==> src/rtl/i2c_slave_regfile_if.sv <==
// I2C target bus bundle for i2c_slave_regfile.
//   scl_i, sda_i : pad inputs (asynchronous to clk)
//   sda_oe       : 1 = pull SDA low (open-drain enable)
//   reg_out      : flat register bank, reg k at [8k+7:8k]
//   wr_strobe    : one-clk pulse per committed register write
//   wr_index     : register index written, valid with wr_strobe
//   busy         : address-matched transaction in progress
interface i2c_slave_regfile_if #(
  parameter int unsigned NUM_REGS = 4
);
  logic                  scl_i;
  logic                  sda_i;
  logic                  sda_oe;
  logic [NUM_REGS*8-1:0] reg_out;
  logic                  wr_strobe;
  logic [3:0]            wr_index;
  logic                  busy;

  modport slave (
    input  scl_i, sda_i,
    output sda_oe, reg_out, wr_strobe, wr_index, busy
  );

  modport master (
    output scl_i, sda_i,
    input  sda_oe, reg_out, wr_strobe, wr_index, busy
  );
endinterface

==> src/rtl/i2c_slave_regfile.sv <==
// I2C target with a bank of NUM_REGS 8-bit registers behind an
// auto-incrementing pointer. SCL/SDA are oversampled on clk (2-FF sync plus
// FILTER_LEN glitch filter); SDA is driven only through an open-drain enable.
//   clk   : system clock, at least 16x SCL
//   rst_n : synchronous active-low reset
//   bus   : i2c_slave_regfile_if.slave (pads, register bank, write strobe, busy)
module i2c_slave_regfile #(
  parameter logic [6:0]  SLAVE_ADDR = 7'h27,
  parameter int unsigned NUM_REGS   = 4,
  parameter logic [7:0]  REG_RST    = 8'h7E,
  parameter int unsigned FILTER_LEN = 3
) (
  input logic                clk,
  input logic                rst_n,
  i2c_slave_regfile_if.slave bus
);

  localparam int unsigned PW = $clog2(NUM_REGS);

  typedef enum logic [3:0] {
    S_IDLE, S_ADDR, S_ADDR_ACK, S_PTR, S_PTR_ACK,
    S_WDATA, S_WDATA_ACK, S_RDATA, S_RD_ACK, S_IGNORE
  } state_t;

  // Input conditioning
  logic [1:0] scl_sync_q, sda_sync_q;
  logic [2:0] scl_cnt_q, sda_cnt_q;
  logic       scl_f_q, sda_f_q, scl_prev_q, sda_prev_q;

  // A filtered level only follows the synchronised input once it has held
  // the new value for FILTER_LEN consecutive clocks.
  always_ff @(posedge clk) begin
    if (!rst_n) begin
      scl_sync_q <= '1;
      sda_sync_q <= '1;
      scl_cnt_q  <= '0;
      sda_cnt_q  <= '0;
      scl_f_q    <= 1'b1;
      sda_f_q    <= 1'b1;
      scl_prev_q <= 1'b1;
      sda_prev_q <= 1'b1;
    end else begin
      scl_sync_q <= {scl_sync_q[0], bus.scl_i};
      sda_sync_q <= {sda_sync_q[0], bus.sda_i};
      if (scl_sync_q[1] == scl_f_q) begin
        scl_cnt_q <= '0;
      end else if (scl_cnt_q == 3'(FILTER_LEN - 1)) begin
        scl_f_q   <= scl_sync_q[1];
        scl_cnt_q <= '0;
      end else begin
        scl_cnt_q <= scl_cnt_q + 3'd1;
      end
      if (sda_sync_q[1] == sda_f_q) begin
        sda_cnt_q <= '0;
      end else if (sda_cnt_q == 3'(FILTER_LEN - 1)) begin
        sda_f_q   <= sda_sync_q[1];
        sda_cnt_q <= '0;
      end else begin
        sda_cnt_q <= sda_cnt_q + 3'd1;
      end
      scl_prev_q <= scl_f_q;
      sda_prev_q <= sda_f_q;
    end
  end

  logic scl_rise, scl_fall, start_det, stop_det;
  assign scl_rise  = scl_f_q & ~scl_prev_q;
  assign scl_fall  = ~scl_f_q & scl_prev_q;
  assign start_det = scl_f_q & scl_prev_q & sda_prev_q & ~sda_f_q;
  assign stop_det  = scl_f_q & scl_prev_q & ~sda_prev_q & sda_f_q;

  // Protocol state
  state_t                     state_q, state_d;
  logic [3:0]                 bitcnt_q, bitcnt_d;
  logic [7:0]                 shift_q, shift_d;
  logic [PW-1:0]              ptr_q, ptr_d, ptr_inc;
  logic                       rw_q, rw_d;
  logic                       mack_q, mack_d;
  logic [NUM_REGS-1:0][7:0]   regs_q, regs_d;
  logic                       sda_oe_q, sda_oe_d;
  logic                       wr_strobe_q, wr_strobe_d;
  logic [3:0]                 wr_index_q, wr_index_d;
  logic                       busy_q, busy_d;
  logic                       byte_done, load_rd;

  assign ptr_inc   = (ptr_q == PW'(NUM_REGS - 1)) ? '0 : ptr_q + 1'b1;
  assign byte_done = scl_fall && (bitcnt_q == 4'd8);

  always_comb begin
    state_d     = state_q;
    bitcnt_d    = bitcnt_q;
    shift_d     = shift_q;
    ptr_d       = ptr_q;
    rw_d        = rw_q;
    mack_d      = mack_q;
    regs_d      = regs_q;
    sda_oe_d    = sda_oe_q;
    wr_strobe_d = 1'b0;
    wr_index_d  = wr_index_q;
    busy_d      = busy_q;
    load_rd     = 1'b0;

    if (stop_det) begin
      state_d  = S_IDLE;
      bitcnt_d = '0;
      sda_oe_d = 1'b0;
      busy_d   = 1'b0;
    end else if (start_det) begin
      state_d  = S_ADDR;
      bitcnt_d = '0;
      sda_oe_d = 1'b0;
    end else begin
      if ((state_q == S_ADDR || state_q == S_PTR || state_q == S_WDATA) && scl_rise) begin
        shift_d  = {shift_q[6:0], sda_f_q};
        bitcnt_d = bitcnt_q + 4'd1;
      end
      case (state_q)
        S_ADDR: if (byte_done) begin
          bitcnt_d = '0;
          if (shift_q[7:1] == SLAVE_ADDR) begin
            state_d  = S_ADDR_ACK;
            sda_oe_d = 1'b1;
            busy_d   = 1'b1;
            rw_d     = shift_q[0];
          end else begin
            state_d = S_IGNORE;
          end
        end
        S_ADDR_ACK: if (scl_fall) begin
          if (rw_q) begin
            load_rd = 1'b1;
          end else begin
            state_d  = S_PTR;
            sda_oe_d = 1'b0;
          end
        end
        S_PTR: if (byte_done) begin
          bitcnt_d = '0;
          if (shift_q < 8'(NUM_REGS)) begin
            ptr_d    = shift_q[PW-1:0];
            sda_oe_d = 1'b1;
            state_d  = S_PTR_ACK;
          end else begin
            state_d = S_IGNORE;
          end
        end
        S_WDATA: if (byte_done) begin
          bitcnt_d      = '0;
          regs_d[ptr_q] = shift_q;
          wr_strobe_d   = 1'b1;
          wr_index_d    = 4'(ptr_q);
          ptr_d         = ptr_inc;
          sda_oe_d      = 1'b1;
          state_d       = S_WDATA_ACK;
        end
        S_PTR_ACK, S_WDATA_ACK: if (scl_fall) begin
          sda_oe_d = 1'b0;
          state_d  = S_WDATA;
        end
        S_RDATA: begin
          if (scl_rise) begin
            bitcnt_d = bitcnt_q + 4'd1;
          end else if (scl_fall) begin
            if (bitcnt_q == 4'd8) begin
              sda_oe_d = 1'b0;
              state_d  = S_RD_ACK;
            end else begin
              shift_d  = {shift_q[6:0], 1'b0};
              sda_oe_d = ~shift_q[6];
            end
          end
        end
        S_RD_ACK: begin
          if (scl_rise) begin
            mack_d = sda_f_q;
          end else if (scl_fall) begin
            if (!mack_q) load_rd = 1'b1;
            else         state_d = S_IGNORE;
          end
        end
        default: ;
      endcase

      // Read byte load: reads the registered bank, so a same-clk write to
      // this register is not visible until the next load.
      if (load_rd) begin
        shift_d  = regs_q[ptr_q];
        sda_oe_d = ~regs_q[ptr_q][7];
        ptr_d    = ptr_inc;
        bitcnt_d = '0;
        state_d  = S_RDATA;
      end
    end
  end

  always_ff @(posedge clk) begin
    if (!rst_n) begin
      state_q     <= S_IDLE;
      bitcnt_q    <= '0;
      shift_q     <= '0;
      ptr_q       <= '0;
      rw_q        <= 1'b0;
      mack_q      <= 1'b1;
      regs_q      <= {NUM_REGS{REG_RST}};
      sda_oe_q    <= 1'b0;
      wr_strobe_q <= 1'b0;
      wr_index_q  <= '0;
      busy_q      <= 1'b0;
    end else begin
      state_q     <= state_d;
      bitcnt_q    <= bitcnt_d;
      shift_q     <= shift_d;
      ptr_q       <= ptr_d;
      rw_q        <= rw_d;
      mack_q      <= mack_d;
      regs_q      <= regs_d;
      sda_oe_q    <= sda_oe_d;
      wr_strobe_q <= wr_strobe_d;
      wr_index_q  <= wr_index_d;
      busy_q      <= busy_d;
    end
  end

  assign bus.sda_oe    = sda_oe_q;
  assign bus.reg_out   = regs_q;
  assign bus.wr_strobe = wr_strobe_q;
  assign bus.wr_index  = wr_index_q;
  assign bus.busy      = busy_q;

endmodule

==> src/flat_wrapper.sv <==
// flat-port wrapper written by rule: the top's interface ports become plain ports
module i2c_slave_regfile_flat 
#(
  parameter logic [6:0]  SLAVE_ADDR = 7'h27,
  parameter int unsigned NUM_REGS   = 4,
  parameter logic [7:0]  REG_RST    = 8'h7E,
  parameter int unsigned FILTER_LEN = 3
)
  (clk, rst_n, bus_scl_i, bus_sda_i, bus_sda_oe, bus_reg_out, bus_wr_strobe, bus_wr_index, bus_busy);
  i2c_slave_regfile_if #(.NUM_REGS(NUM_REGS)) bus_i ();
  input logic clk;
  input logic rst_n;
  input wire logic [$bits(bus_i.scl_i)-1:0] bus_scl_i;
  input wire logic [$bits(bus_i.sda_i)-1:0] bus_sda_i;
  output wire logic [$bits(bus_i.sda_oe)-1:0] bus_sda_oe;
  output wire logic [$bits(bus_i.reg_out)-1:0] bus_reg_out;
  output wire logic [$bits(bus_i.wr_strobe)-1:0] bus_wr_strobe;
  output wire logic [$bits(bus_i.wr_index)-1:0] bus_wr_index;
  output wire logic [$bits(bus_i.busy)-1:0] bus_busy;
  assign bus_i.scl_i = bus_scl_i;
  assign bus_i.sda_i = bus_sda_i;
  assign bus_sda_oe = bus_i.sda_oe;
  assign bus_reg_out = bus_i.reg_out;
  assign bus_wr_strobe = bus_i.wr_strobe;
  assign bus_wr_index = bus_i.wr_index;
  assign bus_busy = bus_i.busy;
  i2c_slave_regfile #(.SLAVE_ADDR(SLAVE_ADDR), .NUM_REGS(NUM_REGS), .REG_RST(REG_RST), .FILTER_LEN(FILTER_LEN)) u_core (.clk(clk), .rst_n(rst_n), .bus(bus_i));
endmodule
==> config.mk <==
export PLATFORM = sky130hd
export DESIGN_NAME = i2c_slave_regfile_flat
export DESIGN_NICKNAME = d
export VERILOG_FILES = /design/src/rtl/i2c_slave_regfile_if.sv /design/src/rtl/i2c_slave_regfile.sv /design/src/flat_wrapper.sv
export SDC_FILE = /design/constraint.sdc
export NUM_CORES = 1
export LEC_CHECK = 0
export ABC_AREA = 1
export ABC_CLOCK_PERIOD_IN_PS = 1800
export CAP_MARGIN = 30
export CORE_MARGIN = 4
export CORE_UTILIZATION = 50
export CTS_BUF_LIST = sky130_fd_sc_hd__clkbuf_4 sky130_fd_sc_hd__clkbuf_8
export DETAILED_ROUTE_END_ITERATION = 10
export PLACE_DENSITY_LB_ADDON = 0.25
export SKIP_LAST_GASP = 1
export SYNTH_ARGS = -nofsm -noshare
export SYNTH_HDL_FRONTEND = slang
export SYNTH_SLANG_ARGS = --single-unit
==> constraint.sdc <==
create_clock -name clk -period 1.8 [get_ports clk]
set_input_delay 0.45 -clock clk [delete_from_list [all_inputs] [get_ports clk]]
set_output_delay 0.45 -clock clk [all_outputs]
set_load 0.02 [all_outputs]
Yosys cells after proc, flatten, opt, wreduce, memory -nomap -nowiden
Index checks and enable logic that the tools add are counted.
Operators by class
  multipliers: 0
  div/mod/pow operators: 0
  shifts and indexed selects: 0
  reduce and logical (&&, ||, !) cells: 30
  multiplexer cells: 60
  equality and inequality tests: 53
  $add $sub $neg: 4
  magnitude comparators: 3
  bitwise gates (word level): 19
Operators by type and width (number)
  4-bit 2-to-1 mux: 17
  8-bit 2-to-1 mux: 8
  13-bit AND reduction: 3
  32-bit bitwise mux: 1
  4-bit case mux with 7 select lines: 1
  4-bit by 1-bit != test with 1-bit output, second input constant: 6
  1-bit 2-to-1 mux: 21
  2-bit by 1-bit != test with 1-bit output, second input constant: 9
  3-bit by 1-bit != test with 1-bit output, second input constant: 6
  8-bit binary-select mux with 2-bit select: 1
  8-bit demux with 2-bit select: 1
  4-bit by 3-bit equality test with 1-bit output, second input constant: 4
  3-bit != test, second input constant: 5
  7-bit nonzero test: 2
  4-bit by 2-bit != test with 1-bit output, second input constant: 3
  1-bit NOT: 12
  4-bit AND reduction: 3
  3-bit OR reduction: 4
  11-bit AND reduction: 1
  2-bit 2-to-1 mux: 5
  3-bit by 2-bit != test with 1-bit output, second input constant: 3
  9-bit nonzero test: 1
  4-bit by 2-bit equality test with 1-bit output, second input constant: 2
  4-bit equality test, second input constant: 2
  29 further kinds: 48
Word-level totals
  memories kept: 0
  bits of input ports: 4
  RAM bits: 0
  memory bits (read-only): 0
  bits in latches: 0
  output and inout bits: 39
  flip-flop bits (word level): 71

Longest topological paths before layout
  depth after elaboration: 10
  mapped depth: 13
  mapped depth without buffers: 12

Least setup slack after synthesis
No wires, ideal clock.
  path kind: reg-to-reg
  start: register u_core.bitcnt_q[0]
  end: register u_core.regs_q, in the netlist u_core.bus.reg_out[26]
  cell stages (with the launch flop): 13
  arrival: 1516 ps
  path slack: 147 ps
  cell sequence: dfxtp_1 inv_1 ha_1 nand2_1 nor2_1 nand2_2 nor2_8 inv_2 nor2_4 inv_2 buf_6 nand2_1 o211ai_2
Between the ends
  cells in the longest elaborated chain, start to end: 3
RTL lines
  from (decl): line i2c_slave_regfile.sv:74  | logic [3:0] bitcnt_q, bitcnt_d;
  from (signal assigned): line i2c_slave_regfile.sv:211  | bitcnt_q <= bitcnt_d;
  4-bit equality test: line i2c_slave_regfile.sv:87  | assign byte_done = scl_fall && (bitcnt_q == 4'd8);
  1-bit logical AND: line i2c_slave_regfile.sv:87
  4-bit AND reduction (no source line)
  to (signal assigned): line i2c_slave_regfile.sv:204  | regs_q <= {NUM_REGS{REG_RST}};
  to (signal assigned): line i2c_slave_regfile.sv:216  | regs_q <= regs_d;
  to (decl): line i2c_slave_regfile.sv:79  | logic [NUM_REGS-1:0][7:0] regs_q, regs_d;
Every way passes these cells.
A chain may end at the register's enable or synchronous reset.

Worst setup path after layout
  start: register u_core.busy_q (netlist: u_core.bus.busy)
  end: output port bus_busy
RTL lines
  from (decl): line i2c_slave_regfile.sv:83  | logic busy_q, busy_d;
  from (signal assigned): line i2c_slave_regfile.sv:220  | busy_q <= busy_d;
  to (decl): line flat_wrapper.sv:19  | output wire logic [$bits(bus_i.busy)-1:0] bus_busy;
No word-level cell between the ends.

==> summary.txt <==
Slowest cell on crit path -> clkdlybuf4s50_1
Vias in the first global route -> 3374
Clock-pin slew on the worst setup and hold paths -> 90 ps
Pleak -> 0.00219 µW
CTS tree -> done
CP Capture Type -> primary output
Latest clock arrival within the worst-skew pair -> 350 ps
Final HPWL DP -> 7070 µm
N_diodes -> 0
Pin count of the biggest net entering global routing -> 46
DIE AREA -> 8840 µm²
Status -> complete, no violations
DR pass1 iterations -> 5
Post-synthesis sequential area ratio -> 38.4%
R2R Path End -> u_core.bus.reg_out[31]
Worst Setup Start Kind -> register
Min Tclk post-route -> 1760 ps
Area delta synth->final -> 23.0%
Final setup viols -> 0
RSZ-0062 raised after global routing -> true
Max FO, Critical Path -> 2
Post-Syn Area per Cell -> 6.94 µm²
Worst hold path type -> reg -> reg
R2R Setup Slk -> 110 ps
H-Tree Depth -> 3
Crit-path cells -> clkdlybuf4s50_1
Area contributors post-synth -> dfxtp_1 38%, nand2_1 13%, nor2_1 8.8%, o21ai_0 6.0%, inv_1 4.5%
Chip width -> 94.0 µm
Number of fill cells in the layout -> 699
Core outline area -> 7210 µm²
Final Max Slew Viols -> 0
Critical path type -> reg -> out
CP startpoint -> u_core.bus.busy
Fmax -> 568 MHz
Cell area after layout -> 4550 µm²
Final Cycle Share -> 97.8%
Commonest non-fill, non-tap cell in the layout -> nand2_1
Initial antenna violation count -> 0
Wire length per cell -> 13.9 µm
Worst reg2reg path startpoint -> u_core.bitcnt_q[1]
Yosys warns -> 0
CP max stage delay -> 620 ps
Skew final -> 14.7 ps
Fin util -> 63.0%
Largest delay share family, worst path -> buffers and inverters
Flops & latches, synth -> 71
Unique masters post-synth -> 34
Gr usage total -> 22.5%
Routed Antenna Nets -> 0
Most frequent cells in the layout -> 129 x nand2_1, 85 x nor2_1, 68 x dfxtp_1, 44 x inv_1, 44 x o21ai_0
Power Dens Cells -> 885 nW/µm²
CP endpoint -> bus_busy
Num CTS Buffers -> 9
Port Buffers -> 40
Hold Vio Cnt, Final -> 0
Top-area cell type share of the netlist area -> 38.4%
Starting DRT DRC Count -> 177
Placed Instance Area -> 4270 µm²
CTS Sinks -> 71
Die H -> 94.0 µm
Max cap viols -> 0
First-pass GRT wire length -> 15700 µm
Top FF cell, synth -> dfxtp_1
Final net count -> 599
Req. time, crit path -> 1350 ps
R2R cell count -> 11
Share of layout cells above drive strength 1 -> 12.4%
CP arrival -> 1310 ps
Starting Density -> 51.3%
Row count -> 31
EDFF count, synth -> 0
Top Ports -> 43
Remaining Overflow, GRT -> 0
Root Driver -> clkbuf_8
Bufs on Longest Clock Path -> 2
Post-Syn Instances -> 533
Buf+Inv Stages, Crit Path -> 1
Vias after detailed routing -> 3616
Drt total wl -> 9570 µm
Peak VDD IR -> 0.374 mV
Vias/cell -> 5.25
Synthesized area -> 3700 µm²
Asr flop ratio synth -> 0%
DRC -> 0
Area leader, netlist -> dfxtp_1
Critical path depth in cells -> 1
Gpl congestion -> 0.983
CTS Hold Buffers Added -> 0
per-layer routing:
layer  global-route usage (%)  up-vias  wire length [µm]  part of all wire [%]
li1                         -     1831                 -                     -
met1                     30.0     1651              4330                    45
met2                     34.7      111              4470                    47
met3                     5.45       23               519                   5.4
met4                     9.39        0               253                   2.6
met5                        0        -                 0                     0
final cells by class:
type	instances	area [µm²]	area share [%]
Inverter	52	198	4.35
Clock inverter	6	70.1	1.54
Timing Repair Buffer	60	599	13.2
Clock buffer	10	131	2.89
Tap cell	99	124	2.72
Sequential cell	71	1430	31.3
Multi-Input combinational cell	391	2000	44.0
registers in the layout, summed over array words and instances (netlist names), 3 cells and up:
| signal | flops |
|---|---|
| u_core.state_q | 4 |
| u_core.bus.reg_out | 32 |
| u_core.shift_q | 8 |
| u_core.scl_cnt_q | 3 |
| u_core.bitcnt_q | 4 |
| u_core.sda_cnt_q | 3 |
worst reg2reg max path, cell delays in order (launching register included):
cell and delay [ps]:
dfxtp_1 330, inv_1 90, ha_1 170, nand2_1 90, nor2_4 120, nand2_4 110
nor2_8 190, inv_2 80, nor2_4 110, inv_4 100, o21ai_0 150, a21oi_1 60
how the worst min path moves through the flow:
| stage | start | endpoint | slack, ps | cells past startpoint |
|---|---|---|---|---|
| after floorplan | u_core.scl_sync_q[0] | u_core.scl_sync_q[1] | 390 | 1 |
| after global placement | u_core.sda_sync_q[0] | u_core.sda_sync_q[1] | 400 | 1 |
| after detailed placement | u_core.sda_sync_q[0] | u_core.sda_sync_q[1] | 410 | 1 |
| after CTS | u_core.sda_sync_q[0] | u_core.sda_sync_q[1] | 430 | 1 |
| after global routing | u_core.sda_sync_q[0] | u_core.sda_sync_q[1] | 440 | 1 |
| final | u_core.sda_sync_q[0] | u_core.sda_sync_q[1] | 420 | 1 |
cells in the mapped netlist, types with 2 or more instances:
cell,n
a211oi_1,3
a21oi_1,20
a31oi_1,2
buf_1,2
buf_2,5
buf_4,3
buf_6,3
clkbuf_1,7
dfxtp_1,71
ha_1,10
inv_1,44
inv_2,8
nand2_1,129
nand2_2,5
nand3_1,33
nand4_1,3
nor2_1,87
nor2_4,5
nor3_1,2
o211ai_1,20
o211ai_2,6
o21ai_0,44
o22ai_1,2
or2_2,4
xnor2_1,2
xor2_1,5
repair_timing:
item	4_1_cts	5_1_grt
resized for setup	9	31
pin swaps	0	2
endpoints found under the setup margin	9	62
setup buffers	0	1
per-stage QoR:
stage                     total power, µW  std cells  worst slack, ps  hold WS [ps]  setup TNS, ps
final                                4030        689             39.3           424              0
after global routing                 4260        689            -61.7           444           -107
after CTS                            4010        688            0.655           432              0
after detailed placement             2700        672             16.7           408              0
after global placement               2700        672             29.7           404              0
after floorplan                      2440        534              147           393              0
power breakdown:
| part | switching (µW) | total (µW) | internal, µW | leakage [µW] |
|---|---|---|---|---|
| clock network | 649 | 1310 | 665 | 0.0000978 |
| logic | 677 | 1030 | 352 | 0.00151 |
| registers | 56.1 | 1680 | 1630 | 0.000575 |
kinds of logic after synthesis:
group | count (synthesis) | share of synthesized area, %
DFF | 71 | 38.4
xor gates and xnor gates | 7 | 1.66
buffers and inverters | 72 | 8.39
other | 1 | 0.101
and+or+nand+nor | 272 | 31.4
AOI/OAI and AO/OA | 100 | 16.6
adders and majority gates | 10 | 3.38
Note: power is estimated with default switching activity, not from simulation.
